--- src/rtl/frame_decoder.sv ---
// frame_decoder: receive end of the Pong map link.
// Takes a gap-aligned byte stream of MAP_HEIGHT x MAP_WIDTH chars, row-major.
// Each char becomes a pixel write. Every frame is checked for legal chars and for full length.
// Optional feature: define PIXEL_COUNT_EN to report, on lit_count, the number of lit pixels
// in the last completed frame. Without it, lit_count is tied to 0.
module frame_decoder #(
  parameter int         MAP_HEIGHT  = 24,
  parameter int         MAP_WIDTH   = 80,
  parameter logic [7:0] CHAR_ON     = 8'hB2,
  parameter logic [7:0] CHAR_OFF    = 8'h20,
  parameter int         IDLE_CYCLES = 20000
) (
  input  logic        clock,
  input  logic        reset,
  input  logic [7:0]  rx_data,
  input  logic        rx_valid,
  output logic        pix_we,
  output logic [7:0]  pix_row,
  output logic [7:0]  pix_col,
  output logic        pix_val,
  output logic        frame_done,
  output logic        frame_err,
  output logic [1:0]  err_code,
  output logic [7:0]  frame_count,
  output logic        in_frame,
  output logic [11:0] lit_count
);

  localparam int               GAP_W       = $clog2(IDLE_CYCLES + 1);
  localparam logic [GAP_W-1:0] GAP_MAX     = GAP_W'(IDLE_CYCLES);
  localparam logic [7:0]       LAST_ROW    = 8'(MAP_HEIGHT - 1);
  localparam logic [7:0]       LAST_COL    = 8'(MAP_WIDTH - 1);
  localparam logic [1:0]       ERR_ILLEGAL = 2'b01;
  localparam logic [1:0]       ERR_SHORT   = 2'b10;

  typedef enum logic [1:0] {
    SYNC  = 2'd0,
    READY = 2'd1,
    RECV  = 2'd2
  } state_t;

  state_t           state_q, state_d;
  logic [GAP_W-1:0] gap_q, gap_d;
  logic [7:0]       row_q, row_d;
  logic [7:0]       col_q, col_d;
  logic             pix_we_q, pix_we_d;
  logic [7:0]       pix_row_q, pix_row_d;
  logic [7:0]       pix_col_q, pix_col_d;
  logic             pix_val_q, pix_val_d;
  logic             frame_done_q, frame_done_d;
  logic             frame_err_q, frame_err_d;
  logic [1:0]       err_code_q, err_code_d;
  logic [7:0]       frame_count_q, frame_count_d;
  logic             in_frame_q, in_frame_d;

  logic       gap_met;
  logic       is_on;
  logic       is_legal;
  logic       pix_accept;
  logic       at_last;
  logic [7:0] cur_row;
  logic [7:0] cur_col;

  assign gap_met    = (gap_q == GAP_MAX);
  assign is_on      = (rx_data == CHAR_ON);
  assign is_legal   = is_on || (rx_data == CHAR_OFF);
  assign pix_accept = rx_valid && is_legal && (state_q != SYNC);
  // A byte arriving in READY is always the first pixel of a new frame.
  assign cur_row    = (state_q == RECV) ? row_q : 8'd0;
  assign cur_col    = (state_q == RECV) ? col_q : 8'd0;
  assign at_last    = (cur_row == LAST_ROW) && (cur_col == LAST_COL);
  assign in_frame_d = (state_d == RECV);

  // Idle-gap counter: any byte restarts it; it saturates at the threshold.
  always_comb begin
    gap_d = gap_q;
    if (rx_valid) begin
      gap_d = '0;
    end else if (!gap_met) begin
      gap_d = gap_q + GAP_W'(1);
    end
  end

  // Frame alignment and decode: next state, position and registered output values.
  always_comb begin
    state_d       = state_q;
    row_d         = row_q;
    col_d         = col_q;
    pix_we_d      = 1'b0;
    pix_row_d     = pix_row_q;
    pix_col_d     = pix_col_q;
    pix_val_d     = pix_val_q;
    frame_done_d  = 1'b0;
    frame_err_d   = 1'b0;
    err_code_d    = err_code_q;
    frame_count_d = frame_count_q;
    case (state_q)
      SYNC: begin
        row_d = 8'd0;
        col_d = 8'd0;
        // A byte on the threshold cycle keeps us out of alignment.
        if (gap_met && !rx_valid) begin
          state_d = READY;
        end
      end
      READY, RECV: begin
        if (rx_valid) begin
          if (is_legal) begin
            pix_we_d  = 1'b1;
            pix_row_d = cur_row;
            pix_col_d = cur_col;
            pix_val_d = is_on;
            if (at_last) begin
              frame_done_d  = 1'b1;
              frame_count_d = frame_count_q + 8'd1;
              state_d       = READY;
              row_d         = 8'd0;
              col_d         = 8'd0;
            end else begin
              state_d = RECV;
              if (cur_col == LAST_COL) begin
                col_d = 8'd0;
                row_d = cur_row + 8'd1;
              end else begin
                col_d = cur_col + 8'd1;
                row_d = cur_row;
              end
            end
          end else begin
            frame_err_d = 1'b1;
            err_code_d  = ERR_ILLEGAL;
            state_d     = SYNC;
          end
        end else if ((state_q == RECV) && gap_met) begin
          // The link went quiet mid-frame. The gap is already met, so the next byte starts a new frame.
          frame_err_d = 1'b1;
          err_code_d  = ERR_SHORT;
          state_d     = READY;
          row_d       = 8'd0;
          col_d       = 8'd0;
        end
      end
      default: begin
        state_d = SYNC;
      end
    endcase
  end

  // State, position, gap counter and output registers.
  always_ff @(posedge clock) begin
    if (reset) begin
      state_q       <= SYNC;
      gap_q         <= '0;
      row_q         <= 8'd0;
      col_q         <= 8'd0;
      pix_we_q      <= 1'b0;
      pix_row_q     <= 8'd0;
      pix_col_q     <= 8'd0;
      pix_val_q     <= 1'b0;
      frame_done_q  <= 1'b0;
      frame_err_q   <= 1'b0;
      err_code_q    <= 2'b00;
      frame_count_q <= 8'd0;
      in_frame_q    <= 1'b0;
    end else begin
      state_q       <= state_d;
      gap_q         <= gap_d;
      row_q         <= row_d;
      col_q         <= col_d;
      pix_we_q      <= pix_we_d;
      pix_row_q     <= pix_row_d;
      pix_col_q     <= pix_col_d;
      pix_val_q     <= pix_val_d;
      frame_done_q  <= frame_done_d;
      frame_err_q   <= frame_err_d;
      err_code_q    <= err_code_d;
      frame_count_q <= frame_count_d;
      in_frame_q    <= in_frame_d;
    end
  end

  assign pix_we      = pix_we_q;
  assign pix_row     = pix_row_q;
  assign pix_col     = pix_col_q;
  assign pix_val     = pix_val_q;
  assign frame_done  = frame_done_q;
  assign frame_err   = frame_err_q;
  assign err_code    = err_code_q;
  assign frame_count = frame_count_q;
  assign in_frame    = in_frame_q;

`ifdef PIXEL_COUNT_EN
  logic [11:0] lit_acc_q, lit_acc_d;
  logic [11:0] lit_count_q, lit_count_d;

  // Lit-pixel accumulator. It restarts on the first pixel of a frame and is published on frame_done.
  always_comb begin
    lit_acc_d   = lit_acc_q;
    lit_count_d = lit_count_q;
    if (pix_accept) begin
      lit_acc_d = ((state_q == READY) ? 12'd0 : lit_acc_q) + {11'd0, is_on};
      if (frame_done_d) begin
        lit_count_d = lit_acc_d;
      end
    end
  end

  // Lit-pixel registers.
  always_ff @(posedge clock) begin
    if (reset) begin
      lit_acc_q   <= 12'd0;
      lit_count_q <= 12'd0;
    end else begin
      lit_acc_q   <= lit_acc_d;
      lit_count_q <= lit_count_d;
    end
  end

  assign lit_count = lit_count_q;
`else
  assign lit_count = 12'd0;
`endif

endmodule
--- config.mk ---
export PLATFORM = sky130hd
export DESIGN_NAME = frame_decoder
export DESIGN_NICKNAME = d
export VERILOG_FILES = /design/src/rtl/frame_decoder.sv
export SDC_FILE = /design/constraint.sdc
export NUM_CORES = 1
export LEC_CHECK = 0
export CORE_MARGIN = 2
export CORE_UTILIZATION = 38
export CTS_BUF_LIST = sky130_fd_sc_hd__clkbuf_4 sky130_fd_sc_hd__clkbuf_8
export DETAILED_ROUTE_END_ITERATION = 10
export MAX_ROUTING_LAYER = met4
export PLACE_DENSITY = 0.75
export SLEW_MARGIN = 15
export SYNTH_ARGS = -nofsm -noshare
export SYNTH_HDL_FRONTEND = slang
export SYNTH_SLANG_ARGS = --single-unit
--- constraint.sdc ---
create_clock -name clock -period 2.63 [get_ports clock]
set_input_delay 0.3945 -clock clock [delete_from_list [all_inputs] [get_ports clock]]
set_output_delay 0.3945 -clock clock [all_outputs]
set_load 0.02 [all_outputs]
==> impl_metrics.env, run 1 <==
export IMPL_stdcell_count=544
export IMPL_grt_pass1_vias=2669
export IMPL_cp_max_fo=7
export IMPL_r2r_end="frame_count[6]"
export IMPL_synthToLayoutAreaGrowth_pct=23.8
export IMPL_synth_area_per_cell_um2=8.27
export IMPL_die_y_um=95.8
export IMPL_viasPerCell=5.30
export IMPL_placedCellCount=530
export IMPL_dieArea_um2=9170
export IMPL_r2r_start="state_q[1]"
export IMPL_grtUsageTotal=0.171
export IMPL_slowest_stage="or4_1"
export IMPL_antenna_cells=0
export IMPL_worst_slew_pin_slew_ns=0.540
export IMPL_clock_latency_ns=0.33
export IMPL_syn_area_um2=3200
export IMPL_critical_path_top_delay_family="simple AND/OR/NAND/NOR gates"
export IMPL_antenna_left=0
export IMPL_ys_warn_count=0
export IMPL_ys_seq_area_frac=0.400
export IMPL_drc=0
export IMPL_synth_edf_count=0
export IMPL_fin_crit_ns=2.46
export IMPL_ys_flop_type="dfxtp_1"
export IMPL_startpoint_type="flip-flop"
export IMPL_hp_class="flip-flop to flip-flop"
export IMPL_arrival_ns=2.72
export IMPL_io_pins=54
export IMPL_grt_overflow=0
export IMPL_place_congestion=0.938
export IMPL_cts_max_path_buffers=2
export IMPL_async_flop_share=0
export IMPL_worstPathRequired_ns=2.89
export IMPL_status="finished, final reports clean"
export IMPL_vdd_drop_max_uv=316
export IMPL_worstHoldStart="pix_col[2]"
export IMPL_whs_path_depth=2
export IMPL_synthCells=387
export IMPL_setup_tns_ns=0
export IMPL_synth_top_area_share=0.400
export IMPL_start_util=0.391
export IMPL_first_pass_iters=4
export IMPL_rsz0062_at_grt="false"
export IMPL_clkTransAtPathRegs_ns=0.06
export IMPL_synth_largest_area_cell="dfxtp_1"
export IMPL_skew_ns=0.00665
export IMPL_wirelength_um=7060
export IMPL_whs_endpoint="pix_col[2]"
export IMPL_drive_above_1_share=0.105
export IMPL_totalPowerFinal_mw=1.87
export IMPL_coreArea_um2=8180
export IMPL_htree_levels=3
export IMPL_fp_row_count=33
export IMPL_antenna_found_initial=0
export IMPL_setup_violations_final=0
export IMPL_relSlewSlack=0.640
export IMPL_first_iter_violations=163
export IMPL_clock_fmax_mhz=407
export IMPL_worstSetupPathType="flip-flop to flip-flop"
export IMPL_power_leakage_nw=1.35
export IMPL_hold_viol=0
export IMPL_wl_per_cell_um=13.0
export IMPL_ys_ff_latch=64
export IMPL_crit_chain="ha_1, and2_1, ha_2, and4_4, and3_2, nand3_4, or4_1, a21oi_1"
export IMPL_num_fill_cells=788
export IMPL_reg2regPathDepth=8
export IMPL_layout_nets=455
export IMPL_post_cts_buffers=0
export IMPL_cpPeakStageDelay_ns=0.53
export IMPL_drv_cap=0
export IMPL_whs_ns=0.457
export IMPL_die_w_um=95.8
export IMPL_dp_hpwl_um=5170
export IMPL_finalCritPeriodShare=0.934
export IMPL_clockRootBuffer="clkbuf_8"
export IMPL_rrSetupSlack_ns=0.17
export IMPL_clock_sinks=64
export IMPL_synth_cell_types=47
export IMPL_grt_max_degree=32
export IMPL_cts_buffers=9
export IMPL_ys_top_cells_by_area="dfxtp_1 40%, a21oi_1 6.4%, nor2_1 4.2%"
export IMPL_final_max_slew_viol_count=0
export IMPL_tritoncts="built"
export IMPL_grt_pass1_wl_um=12000
export IMPL_power_density_nw_per_um2=472
export IMPL_port_buffers=41
export IMPL_dr_total_vias=2885
export IMPL_critPathBufInv=0
export IMPL_cp_end_kind="flip-flop"
==> cells in the final DEF, fill, tap and decap left out, types with 3 or more instances in the layout <==
cell | synthesis | routed
mux2i_1 | 3 | 3
nor2b_1 | 4 | 4
nor2_1 | 36 | 36
nand3_1 | 25 | 25
nand2_1 | 33 | 33
ha_1 | 8 | 7
dfxtp_1 | 64 | 64
or4_1 | 8 | 8
a31oi_1 | 3 | 3
clkdlybuf4s50_1 | 0 | 40
conb_1 | 1 | 12
clkbuf_8 | 0 | 11
nand4_1 | 12 | 12
a21oi_1 | 41 | 41
and3_1 | 9 | 8
nand2b_1 | 4 | 4
o21ai_0 | 13 | 13
o31ai_1 | 4 | 4
inv_1 | 12 | 12
buf_4 | 12 | 18
and2_1 | 5 | 5
xor2_1 | 12 | 12
a21o_1 | 3 | 3
a311oi_1 | 3 | 3
xnor2_1 | 4 | 4
o32ai_1 | 6 | 6
nor3_1 | 9 | 9
or3_1 | 7 | 7
==> stage by stage <==
stage / area (um^2) / setup WS, ns / util
finish: 3960 / 0.173 / 0.484
global route: 3960 / 0.0199 / 0.484
CTS: 3960 / 0.0833 / 0.484
global placement: 3760 / 0.0870 / 0.460
floorplan: 3260 / 0.0190 / -
detailed placement: 3760 / 0.0142 / 0.460
==> state kept, by name (all words and copies together) (netlist names) <==
| name | count |
|---|---|
| pix_we | 1 |
| state_q | 2 |
| frame_err | 1 |
| pix_row | 8 |
| pix_col | 8 |
| err_code | 2 |
| frame_count | 8 |
| in_frame | 1 |
| pix_val | 1 |
| col_q | 8 |
| gap_q | 15 |
| frame_done | 1 |
| row_q | 8 |
==> area by class of cell <==
cell class | instances | area, um^2 | share of cell area
tap | 105 | 131 | 0.0332
clock buffer | 11 | 151 | 0.0382
timing repair buffer | 60 | 561 | 0.142
inverter | 12 | 45.0 | 0.0114
clock inverter | 3 | 42.5 | 0.0107
sequential | 64 | 1280 | 0.324
multi-input combinational | 289 | 1750 | 0.441
==> routing by layer <==
layer,GRT usage,part of all wire,up-vias,routed length [um]
met5,-,0,-,0
met4,0.0679,0.012,0,82
met3,0.0525,0.050,6,355
met2,0.261,0.46,79,3270
met1,0.212,0.47,1339,3350
li1,-,-,1461,-
==> timing repair <==
action / 4_1_cts / 5_1_grt
setup endpoints to repair: 0 / 5
gates resized for setup: 0 / 2
hold buffers: 0 / 0
endpoints found under the hold margin: 0 / 0
==> how the worst max path moves through the flow <==
stage | from | to | cells past startpoint
global placement | rx_data[1] | col_q[2] | 7
floorplan | state_q[1] | frame_count[7] | 11
global route | state_q[1] | frame_count[6] | 8
CTS | state_q[1] | frame_count[6] | 8
finish | state_q[1] | frame_count[6] | 8
detailed placement | rx_data[1] | col_q[2] | 7
==> cell families (layout without fill, tap and decap cells) <==
group / Yosys count / after routing / synth area share
buffers and inverters: 45 / 86 / 0.0680
AO/OA/AOI/OAI: 80 / 80 / 0.155
flip-flops: 64 / 64 / 0.400
AND/OR/NAND/NOR: 170 / 170 / 0.291
multiplexers: 3 / 3 / 0.00939
XOR/XNOR: 16 / 16 / 0.0438
other: 1 / 12 / 0.00117
adder cells (fa/ha/maj): 8 / 8 / 0.0313
==> report_power, final <==
group	total (mW)	switching, mW	internal (mW)
Combinational	0.0661	0.0440	0.0221
Clock	0.832	0.355	0.477
Sequential	0.972	0.00187	0.970
==> Yosys cell counts, types with 4 or more instances <==
library cell,count
clkbuf_1,18
and3_1,9
or3_1,7
xor2_1,12
nand2_1,33
ha_1,8
o32ai_1,6
nor2_1,36
dfxtp_1,64
nand4_1,12
o31ai_1,4
nand3_1,25
inv_1,12
o21ai_0,13
buf_4,12
a21oi_1,41
or4_1,8
and2_1,5
xnor2_1,4
nand2b_1,4
nor3_1,9
nor2b_1,4
==> worst min-delay path: cells and delay by family, from the launching register on <==
| family | cells | cell delay (ns) |
|---|---|---|
| AOI/OAI and AO/OA | 1 | 0.05 |
| and+or+nand+nor | 1 | 0.05 |
| DFF | 1 | 0.31 |
Power figures use the tool's default switching activity.
==> run 2: changes to the inputs <==
CORE_ASPECT_RATIO = 0.75   (was not set)
PLACE_DENSITY = 0.72   (was 0.75)
clock period = 2.6 ns   (was 2.63 ns; I/O delays follow)
==> impl_metrics.env, run 2 (synthesis gave the netlist of run 1 again) <==
export IMPL_antenna_left=0
export IMPL_grtUsageTotal=0.176
export IMPL_port_buffers=41
export IMPL_skew_ns=0.0109
export IMPL_clock_fmax_mhz=408
export IMPL_place_area_um2=3760
export IMPL_antenna_found_initial=0
export IMPL_rrSetupSlack_ns=0.15
export IMPL_status="finished, final reports clean"
export IMPL_multiInputGateArea_um2=1750
export IMPL_die_y_um=83.5
export IMPL_tritoncts="built"
export IMPL_wirelength_um=7590
export IMPL_cts_max_path_buffers=2
export IMPL_whs_path_depth=2
export IMPL_synthToLayoutAreaGrowth_pct=24.2
export IMPL_arrival_ns=2.71
export IMPL_grt_max_degree=38
export IMPL_rsz0062_at_grt="false"
export IMPL_drv_cap=0
export IMPL_num_fill_cells=755
export IMPL_finalCritPeriodShare=0.942
export IMPL_layout_nets=455
export IMPL_power_share_clock=0.451
export IMPL_vdd_drop_max_uv=249
export IMPL_whs_endpoint="pix_row[6]"
export IMPL_dieArea_um2=9180
export IMPL_dr_total_vias=2971
export IMPL_final_max_slew_viol_count=0
export IMPL_clkTransAtPathRegs_ns=0.07
export IMPL_post_route_util=0.495
export IMPL_first_pass_iters=6
export IMPL_grt_pass1_vias=2700
export IMPL_start_util=0.399
export IMPL_drc=0
export IMPL_grt_overflow=0
export IMPL_hp_class="flip-flop to flip-flop"
export IMPL_place_congestion=0.941
export IMPL_first_iter_violations=202
export IMPL_seq_area_um2=1280
export IMPL_relSlewSlack=0.542
export IMPL_r2r_end="frame_count[5]"
export IMPL_worstSetupPathType="flip-flop to flip-flop"
export IMPL_grt_pass1_wl_um=12600
export IMPL_cp_max_fo=7
export IMPL_internal_power_mw=1.48
export IMPL_design_area_um2=3970
export IMPL_setup_tns_ns=0
export IMPL_clock_latency_ns=0.34
export IMPL_htree_levels=3
export IMPL_fin_crit_ns=2.45
export IMPL_worstHoldStart="pix_row[6]"
export IMPL_clock_sinks=64
export IMPL_power_density_nw_per_um2=483
export IMPL_coreArea_um2=8020
export IMPL_io_pins=54
export IMPL_whs_ns=0.451
export IMPL_viasPerCell=5.44
export IMPL_layout_commonest_cell="dfxtp_1"
export IMPL_antenna_cells=0
export IMPL_cts_buffers=9
export IMPL_seqPwrFrac=0.513
export IMPL_top_register="gap_q"
export IMPL_post_cts_buffers=0
export IMPL_dp_hpwl_um=5550
export IMPL_worstPathRequired_ns=2.86
export IMPL_reg2regPathDepth=9
export IMPL_p_sw_uw=435
export IMPL_startpoint_type="flip-flop"
export IMPL_largest_reg_flops=15
export IMPL_r2r_start="state_q[0]"
export IMPL_drive_above_1_share=0.116
export IMPL_setup_violations_final=0
export IMPL_fp_row_count=28
export IMPL_layout_common_cells="63 x dfxtp_1, 41 x a21oi_1, 40 x clkdlybuf4s50_1, 36 x nor2_1, 33 x nand2_1"
export IMPL_clockRootBuffer="clkbuf_8"
export IMPL_hold_viol=0
export IMPL_worst_slew_pin_slew_ns=0.686
export IMPL_switching_share=0.227
export IMPL_die_w_um=110
export IMPL_combPwrFrac=0.037
export IMPL_power_leakage_nw=1.35
export IMPL_totalPowerFinal_mw=1.92
export IMPL_wl_per_cell_um=13.9
export IMPL_cp_end_kind="flip-flop"
run 2: cell count changes in the layout (fill, tap and decap cells not counted), sizes merged:
cell	delta
clkinv	+2
run 2: worst max-delay path, cell delays in order (launching register included):
cell     delay [ns]
dfxtp_1        0.34
inv_1          0.09
ha_2           0.21
and2_1         0.17
ha_2           0.23
and4_4         0.28
and3_2         0.26
nand3_4        0.11
or4_1          0.52
a21oi_1        0.17
run 2: how the worst max path moves through the flow:
stage                from             end  slack [ns]  cells after the start
5_1_grt        state_q[0]        row_q[6]        0.05                     10
6_report       state_q[0]  frame_count[5]        0.15                      9
3_3_place_gp   rx_data[1]        col_q[7]       0.006                      8
3_5_place_dp   rx_data[1]  frame_count[5]       -0.04                      7
2_1_floorplan  state_q[1]  frame_count[7]        0.03                     11
4_1_cts        state_q[1]  frame_count[5]        0.05                      8
run 2: repair_timing:
item,CTS,global route
setup endpoints to repair,0,8
gates resized for setup,0,4
hold buffers,0,0
run 2: through the flow:
| stage | cells | worst slack, ns |
|---|---|---|
| finish | 546 | 0.150 |
| global route | 546 | 0.0520 |
| CTS | 546 | 0.0482 |
| detailed placement | 530 | -0.0424 |
| global placement | 530 | 0.00643 |
| floorplan | 398 | 0.0283 |
run 2: metal layers:
metal  routed length, um  vias to the layer above  part of all wire  track usage
li1                    -                     1458                 -            -
met1                3500                     1390              0.46        0.229
met2                3370                      110              0.44        0.257
met3                 618                       13             0.081       0.0585
met4                 104                        0             0.014       0.0575
met5                   0                        -                 0            -
run 2: power groups by stage:
stage	clock, mW	combinational (mW)	sequential, mW
floorplan	0	0.0571	1.01
global placement	0	0.0686	1.01
detailed placement	0	0.0705	1.01
CTS	0.884	0.0707	0.983
global route	0.932	0.0779	0.982
finish	0.864	0.0707	0.983
run 2: area by class of cell:
cell class              count  area share
multi-input cells         289       0.441
flip-flops and latches     64       0.323
repair buffers             60       0.141
clock buffers              11      0.0365
well taps                 105      0.0331
clock inverters             5      0.0142
inverters                  12      0.0113
==> run 3: changes to the inputs <==
--- a/config.mk
+++ b/config.mk
@@ -7,3 +7,2 @@
 export LEC_CHECK = 0
-export CORE_ASPECT_RATIO = 0.75
 export CORE_MARGIN = 2
==> constraint.sdc (replaced) <==
create_clock -name clock -period 2.6 [get_ports clock]
set_input_delay 0.78 -clock clock [delete_from_list [all_inputs] [get_ports clock]]
set_output_delay 0.78 -clock clock [all_outputs]
set_load 0.02 [all_outputs]
==> impl_metrics.env, run 3 (synthesis gave the netlist of run 1 again) <==
export IMPL_start_util=0.391
export IMPL_fin_crit_ns=2.54
export IMPL_tritoncts="built"
export IMPL_dp_hpwl_um=5560
export IMPL_final_max_slew_viol_count=0
export IMPL_die_y_um=95.8
export IMPL_antenna_cells=0
export IMPL_synthToLayoutAreaGrowth_pct=28.3
export IMPL_drc=0
export IMPL_critPathBufInv=2
export IMPL_status="finished, final reports clean"
export IMPL_io_pins=54
export IMPL_grt_pass1_vias=2638
export IMPL_vdd_drop_max_uv=313
export IMPL_m1WireLength_um=3500
export IMPL_layout_commonest_cell="dfxtp_1"
export IMPL_dpl_worst_slack_ns=-0.358
export IMPL_die_w_um=95.8
export IMPL_cp_end_kind="flip-flop"
export IMPL_post_route_util=0.502
export IMPL_layout_nets=465
export IMPL_skew_ns=0.00855
export IMPL_setup_ws_ns=0.0552
export IMPL_port_buffers=41
export IMPL_cp_max_fo=5
export IMPL_clockRootBuffer="clkbuf_8"
export IMPL_grt_pass1_wl_um=12400
export IMPL_grt_overflow=0
export IMPL_antenna_left=0
export IMPL_clkTransAtPathRegs_ns=0.07
export IMPL_crit_chain="clkdlybuf4s50_1, or3_4, buf_4, a211o_1, nor4_2, xnor2_1, nor2_1"
export IMPL_wl_met2_um=3400
export IMPL_fp_row_count=33
export IMPL_worstPathRequired_ns=2.81
export IMPL_startpoint_type="input pin"
export IMPL_worstSetupPathType="input pin to flip-flop"
export IMPL_first_pass_iters=5
export IMPL_cts_max_path_buffers=2
export IMPL_hp_class="flip-flop to flip-flop"
export IMPL_dr_total_vias=2929
export IMPL_num_fill_cells=788
export IMPL_dieArea_um2=9170
export IMPL_largest_reg_flops=15
export IMPL_antenna_found_initial=0
export IMPL_grtUsageTotal=0.177
export IMPL_place_congestion=0.934
export IMPL_power_density_nw_per_um2=513
export IMPL_slowest_stage="clkdlybuf4s50_1"
export IMPL_power_leakage_nw=1.42
export IMPL_viasPerCell=5.28
export IMPL_clock_latency_ns=0.34
export IMPL_whs_ns=0.451
export IMPL_clock_fmax_mhz=393
export IMPL_finalCritPeriodShare=0.979
export IMPL_coreArea_um2=8180
export IMPL_first_iter_violations=134
export IMPL_clock_sinks=64
export IMPL_maxUsedRoutingLayer="met4"
export IMPL_critical_path_top_delay_family="simple AND/OR/NAND/NOR gates"
export IMPL_dr_wl_met3_um=458
export IMPL_hold_viol=0
export IMPL_layout_common_cells="64 x dfxtp_1, 40 x a21oi_1, 40 x clkdlybuf4s50_1, 36 x nor2_1, 33 x nand2_1"
export IMPL_wl_per_cell_um=13.4
export IMPL_top_register="gap_q"
export IMPL_wirelength_um=7450
export IMPL_htree_levels=3
export IMPL_setup_violations_final=0
export IMPL_drive_above_1_share=0.133
export IMPL_rsz0062_at_grt="true"
export IMPL_arrival_ns=2.76
export IMPL_cpPeakStageDelay_ns=0.44
export IMPL_grt_max_degree=27
export IMPL_cts_buffers=9
export IMPL_drv_cap=0
[run 3: area by class of cell]
| type | instances | area, um^2 | area share |
|---|---|---|---|
| timing repair buffer | 70 | 639 | 0.156 |
| clock buffer | 12 | 153 | 0.0372 |
| sequential | 64 | 1280 | 0.312 |
| inverter | 12 | 45.0 | 0.0110 |
| multi-input combinational | 289 | 1770 | 0.430 |
| tap | 105 | 131 | 0.0320 |
| clock inverter | 3 | 90.1 | 0.0219 |
[run 3: worst min-delay path: cells and delay by family (launching register included)]
family | cells | cell delay [ns]
AOI/OAI and AO/OA | 1 | 0.05
DFF | 1 | 0.31
and+or+nand+nor | 1 | 0.05
[run 3: timing repair]
item,CTS,global route
gates resized for setup,2,4
pin swaps,0,3
buffers inserted,0,0
hold buffers,0,0
endpoints found under the setup margin,2,19
[run 3: path summary, 6_finish.rpt]
kind | startpoint | endpoint | slack, ns | depth (start not counted)
setup / recovery | rx_data[1] | frame_count[3] | 0.06 | 7
hold / removal | pix_row[4] | pix_row[4] | 0.45 | 2
setup reg to reg | state_q[1] | frame_count[6] | 0.15 | 8
hold reg to reg | pix_row[4] | pix_row[4] | 0.45 | 2
[run 3: power by group]
part           switching [mW]  leakage [nW]  total (mW)  internal (mW)
registers             0.00161         0.515       0.983          0.982
logic                  0.0460         0.782      0.0722         0.0262
clock network           0.372         0.124        1.05          0.680
[run 3: stage by stage]
step           cell area (um^2)  std cells  power, mW  setup TNS (ns)
2_1_floorplan              3260        398       1.06               0
3_3_place_gp               3840        540       1.08           -6.97
3_5_place_dp               3840        540       1.08           -8.62
4_1_cts                    4090        555       2.12               0
5_1_grt                    4110        555       2.17         -0.0488
6_report                   4110        555       2.11               0
[run 3: routing by layer]
metal	track usage	vias to the layer above
met2	0.270	87
met3	0.0493	12
met1	0.230	1352
met5	-	-
li1	-	1478
met4	0.0524	0
